`src/rtl/serializer_pkg.sv`:
```
// Shared types and width helpers for the bit stream serializer.
package serializer_pkg;

   typedef enum logic [1:0] {
      IDLE  = 2'd0,
      SHIFT = 2'd1,
      GAP   = 2'd2
   } state_t;

   // Width of load_len and bit_count: must hold the value WIDTH itself.
   function automatic int len_width(input int width);
      return $clog2(width) + 1;
   endfunction

   // The gap counter only ever holds GAP_CYCLES-1.
   function automatic int gap_width(input int gap_cycles);
      return (gap_cycles < 2) ? 1 : $clog2(gap_cycles);
   endfunction

endpackage

```
`src/rtl/bit_down_counter.sv`:
```
// Loadable down counter with terminal-count flag; load wins over decrement, holds at zero.
// Latency: count updates on the edge after load/en; tc is combinational from the count.
module bit_down_counter #(
   parameter int W = 4
) (
   input  logic         clk,
   input  logic         rst,
   input  logic         load,
   input  logic [W-1:0] load_val,
   input  logic         en,
   output logic         tc
);

   logic [W-1:0] count;

   always_ff @(posedge clk or posedge rst) begin
      if (rst) begin
         count <= '0;
      end else if (load) begin
         count <= load_val;
      end else if (en && (count != '0)) begin
         count <= count - W'(1);
      end
   end

   assign tc = (count == '0);

endmodule

```
`src/rtl/bit_stream_serializer.sv`:
```
// Parallel frame in via valid/ready (ready only in IDLE), serial out one bit per clock.
// First bit is registered on x_out the cycle after the load edge; optional replay with idle gap.
module bit_stream_serializer
   import serializer_pkg::*;
#(
   parameter int   WIDTH      = 8,
   parameter bit   LSB_FIRST  = 1'b0,
   parameter logic IDLE_LEVEL = 1'b0,
   parameter int   GAP_CYCLES = 1,
   localparam int  LW         = len_width(WIDTH)
) (
   input  logic             clk,
   input  logic             rst,
   input  logic             load_valid,
   output logic             load_ready,
   input  logic [WIDTH-1:0] load_data,
   input  logic [LW-1:0]    load_len,
   input  logic             repeat_en,
   output logic             x_out,
   output logic             x_valid,
   output logic             busy,
   output logic             done,
   output logic [LW-1:0]    bit_count
);

   localparam int            GW       = gap_width(GAP_CYCLES);
   localparam logic [LW-1:0] FULL_LEN = LW'(WIDTH);
   localparam logic [GW-1:0] GAP_LOAD = (GAP_CYCLES > 0) ? GW'(GAP_CYCLES - 1) : '0;

   state_t           state, state_n;
   logic [WIDTH-1:0] frame_q, src_frame;
   logic [LW-1:0]    len_q, eff_len, src_len;
   logic             bit_tc, gap_tc;
   logic             load_fire, advance, last_bit, replay_now, gap_done, start;
   logic             first_bit, next_bit;

   // Bit idx (0 = first sent) of a frame of length len, in the configured order.
   function automatic logic pick_bit(input logic [WIDTH-1:0] f,
                                     input logic [LW-1:0]    len,
                                     input logic [LW-1:0]    idx);
      logic [WIDTH-1:0] sh;
      logic [LW-1:0]    pos;
      pos = LSB_FIRST ? idx : (len - idx - LW'(1));
      sh  = f >> pos;
      return sh[0];
   endfunction

   assign eff_len    = ((load_len == '0) || (load_len > FULL_LEN)) ? FULL_LEN : load_len;
   assign load_fire  = (state == IDLE) && load_valid;
   assign advance    = (state == SHIFT) && !bit_tc;
   assign last_bit   = (state == SHIFT) && bit_tc;
   assign replay_now = last_bit && repeat_en && (GAP_CYCLES == 0);
   assign gap_done   = (state == GAP) && gap_tc;
   assign start      = load_fire || replay_now || gap_done;

   // A new frame starts either from the load inputs or from the stored copy.
   assign src_frame  = load_fire ? load_data : frame_q;
   assign src_len    = load_fire ? eff_len : len_q;
   assign first_bit  = pick_bit(src_frame, src_len, '0);
   assign next_bit   = pick_bit(frame_q, len_q, bit_count + LW'(1));

   bit_down_counter #(.W(LW)) u_bit_cnt (
      .clk      (clk),
      .rst      (rst),
      .load     (start),
      .load_val (src_len - LW'(1)),
      .en       (advance),
      .tc       (bit_tc)
   );

   bit_down_counter #(.W(GW)) u_gap_cnt (
      .clk      (clk),
      .rst      (rst),
      .load     (last_bit && repeat_en),
      .load_val (GAP_LOAD),
      .en       (state == GAP),
      .tc       (gap_tc)
   );

   always_ff @(posedge clk or posedge rst) begin
      if (rst) begin
         state <= IDLE;
      end else begin
         state <= state_n;
      end
   end

   always_comb begin
      state_n = state;
      case (state)
         IDLE:    if (load_valid) state_n = SHIFT;
         SHIFT: begin
            if (bit_tc) begin
               if (!repeat_en)          state_n = IDLE;
               else if (GAP_CYCLES > 0) state_n = GAP;
               else                     state_n = SHIFT;
            end
         end
         GAP:     if (gap_tc) state_n = SHIFT;
         default: state_n = IDLE;
      endcase
   end

   always_ff @(posedge clk or posedge rst) begin
      if (rst) begin
         frame_q   <= '0;
         len_q     <= '0;
         x_out     <= IDLE_LEVEL;
         x_valid   <= 1'b0;
         done      <= 1'b0;
         bit_count <= '0;
      end else begin
         if (load_fire) begin
            frame_q <= load_data;
            len_q   <= eff_len;
         end
         done    <= last_bit;
         x_valid <= start || advance;
         if (start)        x_out <= first_bit;
         else if (advance) x_out <= next_bit;
         else              x_out <= IDLE_LEVEL;
         bit_count <= advance ? (bit_count + LW'(1)) : '0;
      end
   end

   assign busy       = (state != IDLE);
   assign load_ready = (state == IDLE);

endmodule

```
`config.mk`:
```
export PLATFORM = sky130hd
export DESIGN_NAME = bit_stream_serializer
export DESIGN_NICKNAME = d
export VERILOG_FILES = /design/src/rtl/serializer_pkg.sv /design/src/rtl/bit_down_counter.sv /design/src/rtl/bit_stream_serializer.sv
export SDC_FILE = /design/constraint.sdc
export NUM_CORES = 1
export LEC_CHECK = 0
export CAP_MARGIN = 20
export CORE_MARGIN = 2
export CORE_UTILIZATION = 57
export CTS_CLUSTER_DIAMETER = 60
export DETAILED_ROUTE_END_ITERATION = 16
export GPL_TIMING_DRIVEN = 0
export PLACE_DENSITY = 0.84
export SLEW_MARGIN = 20
export SYNTH_ARGS = -nofsm -noshare
export SYNTH_HDL_FRONTEND = slang
export SYNTH_SLANG_ARGS = --single-unit
export TNS_END_PERCENT = 100
```
`constraint.sdc`:
```
create_clock -name clk -period 5.7 [get_ports clk]
set_input_delay 0.57 -clock clk [delete_from_list [all_inputs] [get_ports clk]]
set_output_delay 0.57 -clock clk [all_outputs]
set_load 0.01 [all_outputs]
```
After elaboration in Yosys (flattened, before gate mapping)
Cells that the tools add are included. Widths: inputs -> output; s select.

Add/subtract/negate cells: 6. Mux-type cells: 15. Bitwise logic cells: 1. Reduce and logical (&&, ||, !) cells: 19. Equal/unequal tests: 5. Shift operators: 2. Order comparisons: 1.

Operators by type and width (number): $mux 4 (5); $shr 8x4->1 (2); $sub 4x1->4 const B (3); $logic_not 4->1 (2); $mux 2 (4); $mux 8 (1); $logic_and 1x1->1 (7); $ne 2x2->1 const B (3); $pmux 2 s3 (1); $reduce_bool 2->1 (3); $add 4x1->4 const B (1); $gt 4x4->1 const B (1); $mux 1 (4); $reduce_bool 4->1 (1); $sub 4x4->4 (1); $logic_or 1x1->1 (3); $reduce_and 3->1 (1); $eq 2x1->1 const B (1); $eq 2x2->1 const B (1); $logic_not 2->1 (1); $logic_not 1->1 (1); $not 1->1 (1); $sub 1x1->1 const B (1).

Flip-flop bits (word level): 26. Word-level logic and storage cells: 58. Input port bits: 16.

Depth between registers and ports, before layout
Gate-level depths: netlist of run 1.

Depth after elaboration: 7. Depth in mapped cells: 8. Gate-level depth less buffers: 8.

By module
Synthesis of run 1 repeated with hierarchy kept, for this count alone.

Cells, all modules: 169. Area, all modules: 1590.3 µm².

By module, submodules not included: bit_stream_serializer (times used 1, area an instance 1280.0 µm², cells each 136, sequential area each 525.5 µm²); bit_down_counter (u_bit_cnt) (times used 1, area an instance 261.5 µm², cells each 28, sequential area each 100.1 µm²); bit_down_counter (u_gap_cnt) (times used 1, area an instance 48.8 µm², cells each 5, sequential area each 25.0 µm²).

Worst setup path after synthesis of run 1
No wires, ideal clock.

Path type: flip-flop to flip-flop. From: register bit_count[0]. To: register x_out. Data arrival time: 2.102 ns. Library setup time: 0.132 ns. Required time: 5.568 ns. Path buffers: 0. Path slack: 3.466 ns. Stages on the path, launching flop included: 8. Cells stage by stage: dfrtp_1 > ha_1 > inv_1 > fa_1 > mux4_2 > mux2i_1 > or3_1 > o211ai_1.

Cells in the longest elaborated chain, start to end: 6.

RTL lines: start: declaration (line bit_stream_serializer.sv:23) `output logic [LW-1:0] bit_count`; start signal: assignment (line bit_stream_serializer.sv:122) `bit_count <= advance ? (bit_count + LW'(1)) : '0;`; $add 4x1->4 (line bit_stream_serializer.sv:60) `assign next_bit = pick_bit(frame_q, len_q, bit_count + LW'(1));`; $sub 4x4->4 (line bit_stream_serializer.sv:43) `pos = LSB_FIRST ? idx : (len - idx - LW'(1));`; $sub 4x1->4 (line bit_stream_serializer.sv:43); $shr 8x4->1 (line bit_stream_serializer.sv:44) `sh = f >> pos;`; $mux 1 (line bit_stream_serializer.sv:120) `else if (advance) x_out <= next_bit;`; $mux 1 (line bit_stream_serializer.sv:119) `if (start) x_out <= first_bit;`; end signal: assignment (line bit_stream_serializer.sv:119); end signal: assignment (line bit_stream_serializer.sv:120); end: declaration (line bit_stream_serializer.sv:19) `output logic x_out,`.

No other way between the ends. A chain may end at the register's enable or synchronous reset.

Final worst setup path of run 1
Ends and elaborated chain as after synthesis.

==> run metrics, run 1 <==
first-pass GRT wire length roughly 5600 um; YS warnings 0; CTS clk-pin slew, worst paths between 0.1 and 0.15 ns; worst setup path class flop to flop; HPWL after detailed placement between 2000 and 2500 um; Post-Synthesis Cells roughly 150; post-synth top area share roughly 42%; Leakage Power between 0.8 and 0.9 nW; number of enable flip-flop cells after synthesis 0; I/O pin cnt 25; Num CTS Buffers 3; Initial Utilization about three fifths; most frequent cells in the layout 26 x dfrtp_1, 22 x clkdlybuf4s50_1, 10 x inv_1, 10 x nand2_1, 10 x nor2_1; GRT Util Overall between 20% and 30%; DRT antenna net count 0; Worst Setup End Kind flop; DR vias/cell 5.836; FF+latch count, synth 26; critical path arrival ~2.6 ns; post-synthesis simple-gate area fraction around 17%; Fin Setup TNS 0 ns; clock buffer depth 2; hold slack final around 0.54 ns; Die Span X around 56 um; multi-input logic area ~800 sq um; Final Hold Vio Count 0; Max H-tree Level 1; die height approximately 56 um; Final Max Tran Viols 0; syn_area_per_cell roughly 10 sq um; Async SR Flop Fraction between 90% and 100%; largest cells by area after synthesis dfrtp_1 42%, mux2_2 5.1%, ha_1 4.1%; dominant synthesized flop cell dfrtp_1; Period Utilization, post-route between 40% and 50%; Worst-Skew Late Latency between 0.3 and 0.4 ns; CP Data Required Time 5.89 ns; drt initial violations between 40 and 50; PortBufs 22; Synth Net Count between 150 and 200; critical path startpoint category flop; multiplexer area fraction after synthesis 10.36%; Fillers 196; drt pass-1 iters 4; Yosys top cell by area dfrtp_1; CTS resizes 0; min Tclk post-route 2.385 ns; fraction of the yosys area taken by sequential cells between 40% and 50%; PwrDens between 500 and 600 nW/um^2; status complete, no violations; RSZ-0062 raised after global routing no; worst r2r path cells 7; Hold WC Path Type flop to flop; root buf cell clkbuf_4; XOR/XNOR Fraction of Synth Area 5.465%; Slew @ Worst Pin around 0.90 ns; Final Setup Violations 0; max-cap violations 0; Hold Path Stages 2; Seq. cell area between 600 and 700 sq um; GRT overflow 0; Final nets ~200; number of diodes 0; synthesis-to-finish area growth 18.27%; vias in the first global route around 1200; routed wire length about 3200 um; main combinational cell family by area after synthesis simple AND/OR/NAND/NOR gates; maximum VDD drop approximately 0.00035 V; DR WL/cell 15.66 um; Die ar. 3122 sq um; Hold-fix buffers, CTS 0; commonest non-fill, non-tap cell in the layout dfrtp_1; gp weighted congestion 0.7810; Clock Skew ~0.0017 ns; DR vias 1208; largest net degree at the start of global routing 27; post-CTS setup-driven buffer insertion count 0; Core Area 2522 sq um; TritonCTS clock tree done; worst rel slew slack 39.44%; compound-gate portion of the synthesized area between 10 and 15%; f_max 419.2 MHz; layout cells sized above 1 around an eighth; total clock sinks 26; Site Rows 18; residual DRC count 0; Post-Syn Area around 1500 sq um; Adder-Cell Fraction of Synth Area 5.383%; Yosys cell types 43; CP max FO 5; initial antenna violation count 0
final timing paths:
check | startpoint | to | slack (ns)
worst min-delay path | frame_q[7]$_DFF_PP0_ | frame_q[7]$_DFF_PP0_ | 0.54
worst max register to register | bit_count[0]$_DFF_PP0_ | x_out$_DFF_PP0_ | 3.31
max in group asynchronous | rst | frame_q[2]$_DFF_PP0_ | 4.66
worst min register to register | frame_q[7]$_DFF_PP0_ | frame_q[7]$_DFF_PP0_ | 0.54
min in group asynchronous | rst | x_valid$_DFF_PP0_ | 0.62
worst max-delay path | bit_count[0]$_DFF_PP0_ | x_out$_DFF_PP0_ | 3.31
worst max-delay path: stages, from the launching register on:
cell and delay (ns):
dfrtp_1 0.45, ha_1 0.30, inv_1 0.07, fa_1 0.58, mux4_2 0.51, mux2i_1 0.14, or3_1 0.12, o211ai_1 0.10
routing by layer:
layer  up-vias  track usage, %  share of wire, %
li1        592               -                 -
met4         0           7.823               1.4
met5         -               0                 0
met1       567           30.03                44
met3         6           2.326               5.0
met2        43           38.95                49
cell type report:
class	instances	share of cell area, %
Clock buffer	3	1.241
Multi-Input combinational cell	106	44.21
Timing Repair Buffer	22	12.14
Inverter	11	2.276
Sequential cell	26	35.86
Buffer	9	2.207
Tap cell	30	2.069
state kept, by name, indices dropped and copies added (netlist names):
name / count
state: 2
frame_q: 8
bit_count: 4
u_gap_cnt.count: 1
u_bit_cnt.count: 4
x_out: 1
x_valid: 1
len_q: 4
done: 1
cells in the mapped netlist (all sizes together), types with 4 or more instances:
cell type,n
inv,11
nand2,10
mux2,8
xor2,4
a21oi,9
nor3,4
o21ai,8
clkbuf,4
dfrtp,26
nand2b,5
or3b,4
ha,5
buf,5
nor2,10
power by group:
group          switching [mW]  internal (mW)  leakage (nW)
sequential             0.0729          0.265         0.321
combinational           0.261          0.292         0.466
clock                  0.0514         0.0248        0.0138
per-stage QoR:
step / util, % / instance area [sq um] / power (mW) / instances / worst slack, ns
after floorplan: - / 1534 / 0.7296 / 152 / 3.466
after global placement: 71.03 / 1792 / 0.8556 / 204 / 3.230
after detailed placement: 71.03 / 1792 / 0.8859 / 204 / 3.176
after CTS: 71.92 / 1814 / 0.9685 / 207 / 3.282
after global routing: 71.92 / 1814 / 1.050 / 207 / 3.151
final: 71.92 / 1814 / 0.9664 / 207 / 3.315
kinds of logic (layout without fill, tap and decap cells):
kind of cell               count (synthesis)  count (layout)
xor gates and xnor gates                   8               8
muxes                                     12              12
adders and majority gates                  6               6
AOI/OAI and AO/OA                         33              33
and+or+nand+nor                           47              47
buffers and inverters                     20              45
DFF                                       26              26
Note: power is estimated with default switching activity, not from simulation.
==> inputs of run 2 (changes only) <==
Settings changed: CORE_UTILIZATION 57 to 47, PLACE_DENSITY 0.84 to 0.74.
Clock period 5.7 ns to 2.1 ns, I/O delays scaled along.
==> run 2 against run 1 <==
  * The run now ends with setup timing left
  * Clock power grew to 4.6 times the previous value
  * Routed wire length grew 1.9%
  * Sequential share of layout area down 1.9 points
  * Clock skew increased by 0.0038 ns
  * Worst hold slack worse by 0.28 ns
  * Cell area up 5.5%
  * Non-clock buffer count increased by 5
  * Critical path type unchanged
==> run metrics, run 2 (synthesis results as in run 1) <==
Final Max Tran Viols 0; Area after DPL 1809 sq um; GRT Util Overall approximately a fifth; post-layout util 62.20%; number of diodes 0; PwrDens 1518 nW/um^2; drt pass-1 iters 4; TritonCTS clock tree done; worst setup path class flop to flop; DRT antenna net count 0; Final Hold Vio Count 0; Slew @ Worst Pin 0.9736 ns; most frequent cells in the layout 26 x dfrtp_1, 22 x clkdlybuf4s50_1, 10 x inv_1, 10 x nand2_1, 10 x nor2_1; Final Setup Violations 1; commonest non-fill, non-tap cell in the layout dfrtp_1; first-pass GRT wire length about 5500 um; Die Span X approximately 61 um; min Tclk post-route approximately 2.3 ns; HPWL after detailed placement between 2000 and 2500 um; Clock Skew about 0.0056 ns; vias in the first global route between 1000 and 1500; Worst Setup End Kind flop; layout cells sized above 1 16.94%; synthesis-to-finish area growth 24.80%; worst rel slew slack about a third; Leakage Power ~0.84 nW; Fin Setup TNS -0.1574 ns; maximum VDD drop between 0.0006 and 0.0007 V; Hold WC Path Type input port to flop; DR WL/cell ~15 um; clock buffer depth 2; Initial Utilization ~50%; Site Rows 20; most flop-heavy register frame_q; violated checks setup timing; CP max FO 2; worst r2r path cells 7; Core Area just over 3000 sq um; critical path arrival approximately 2.5 ns; Hold-fix buffers, CTS 0; root buf cell clkbuf_4; CP startpoint bit_count[1]$_DFF_PP0_; max FFs per register 8; status complete, but fails checks; critical path startpoint category flop; initial antenna violation count 0; I/O pin cnt 25; design area around 1900 sq um; DR vias/cell around 5.4; Final nets around 210; Max H-tree Level 1; DP Cell Count 218; Worst-Skew Late Latency around 0.34 ns; reg2reg start bit_count[1]$_DFF_PP0_; max-cap violations 0; PortBufs 22; drt initial violations 27; Hold Crit Start load_len[1]; die height just over 60 um; RSZ-0062 raised after global routing yes; total clock sinks 26; gp weighted congestion 0.8429; Hold Path Stages 3; non-filler instance count after layout 227; largest net degree at the start of global routing 27; Period Utilization, post-route 107.5%; residual DRC count 0; routed wire length 3301 um; setup slack after layout -0.1574 ns; Die ar. about 3700 sq um; CP Data Required Time ~2.3 ns; GRT overflow 0; CTS clk-pin slew, worst paths 0.14 ns; Fillers ~280; f_max between 400 and 500 MHz; DR vias around 1200; Num CTS Buffers 3
[run 2: worst paths after layout]
kind | to | slack [ns]
setup / recovery | x_out$_DFF_PP0_ | -0.16
hold / removal | len_q[1]$_DFF_PP0_ | 0.26
setup reg to reg | x_out$_DFF_PP0_ | -0.16
hold reg to reg | frame_q[3]$_DFF_PP0_ | 0.57
max in group asynchronous | frame_q[3]$_DFF_PP0_ | 1.13
min in group asynchronous | u_bit_cnt.count[1]$_DFFE_PP0P_ | 0.38
[run 2: repair_timing]
action	in CTS	in global routing
setup endpoints to repair	1	1
pin swaps	3	3
resized for setup	2	2
cloned	0	0
buffers inserted	5	0
[run 2: routing by layer]
layer / track usage (%) / wire (um) / share of wire [%]
met5: 0 / 0 / 0
met1: 25.23 / 1444 / 44
met2: 34.65 / 1662 / 50
met4: 8.696 / 62 / 1.9
met3: 2.101 / 131 / 4.0
[run 2: cell type report]
type | count | area (sq um) | share of cell area (%)
multi-input combinational | 106 | 817.0 | 42.68
sequential | 26 | 650.6 | 33.99
timing repair buffer | 27 | 257.7 | 13.46
tap | 44 | 55.05 | 2.876
inverter | 11 | 41.29 | 2.157
buffer | 9 | 40.04 | 2.091
clock inverter | 1 | 30.03 | 1.569
clock buffer | 3 | 22.52 | 1.176
[run 2: critical path, cell delays in order (launching register included)]
cell and delay [ns]:
dfrtp_1 0.42, ha_1 0.30, inv_2 0.04, fa_2 0.55, mux4_2 0.49, mux2i_1 0.13
or3_1 0.11, o211ai_1 0.10
[run 2: power breakdown]
part	internal (mW)	switching, mW
clock	0.194	0.157
sequential	0.719	0.186
combinational	0.912	0.739
total	1.82	1.08
[run 2: stage by stage]
stage	setup WS (ns)	hold WS [ns]	power, mW
2_1_floorplan	-0.09830	0.2500	1.979
3_3_place_gp	-0.1971	0.4977	2.335
3_5_place_dp	-0.2238	0.5180	2.397
4_1_cts	-0.1887	0.2540	2.872
5_1_grt	-0.2710	0.2746	3.151
6_report	-0.1574	0.2554	2.906
==> inputs of run 3 (changes only) <==
Settings changed: SKIP_LAST_GASP set to 1.
==> results of run 3 <==
No change in the layout: final DEF, timing and power equal those of run 2.
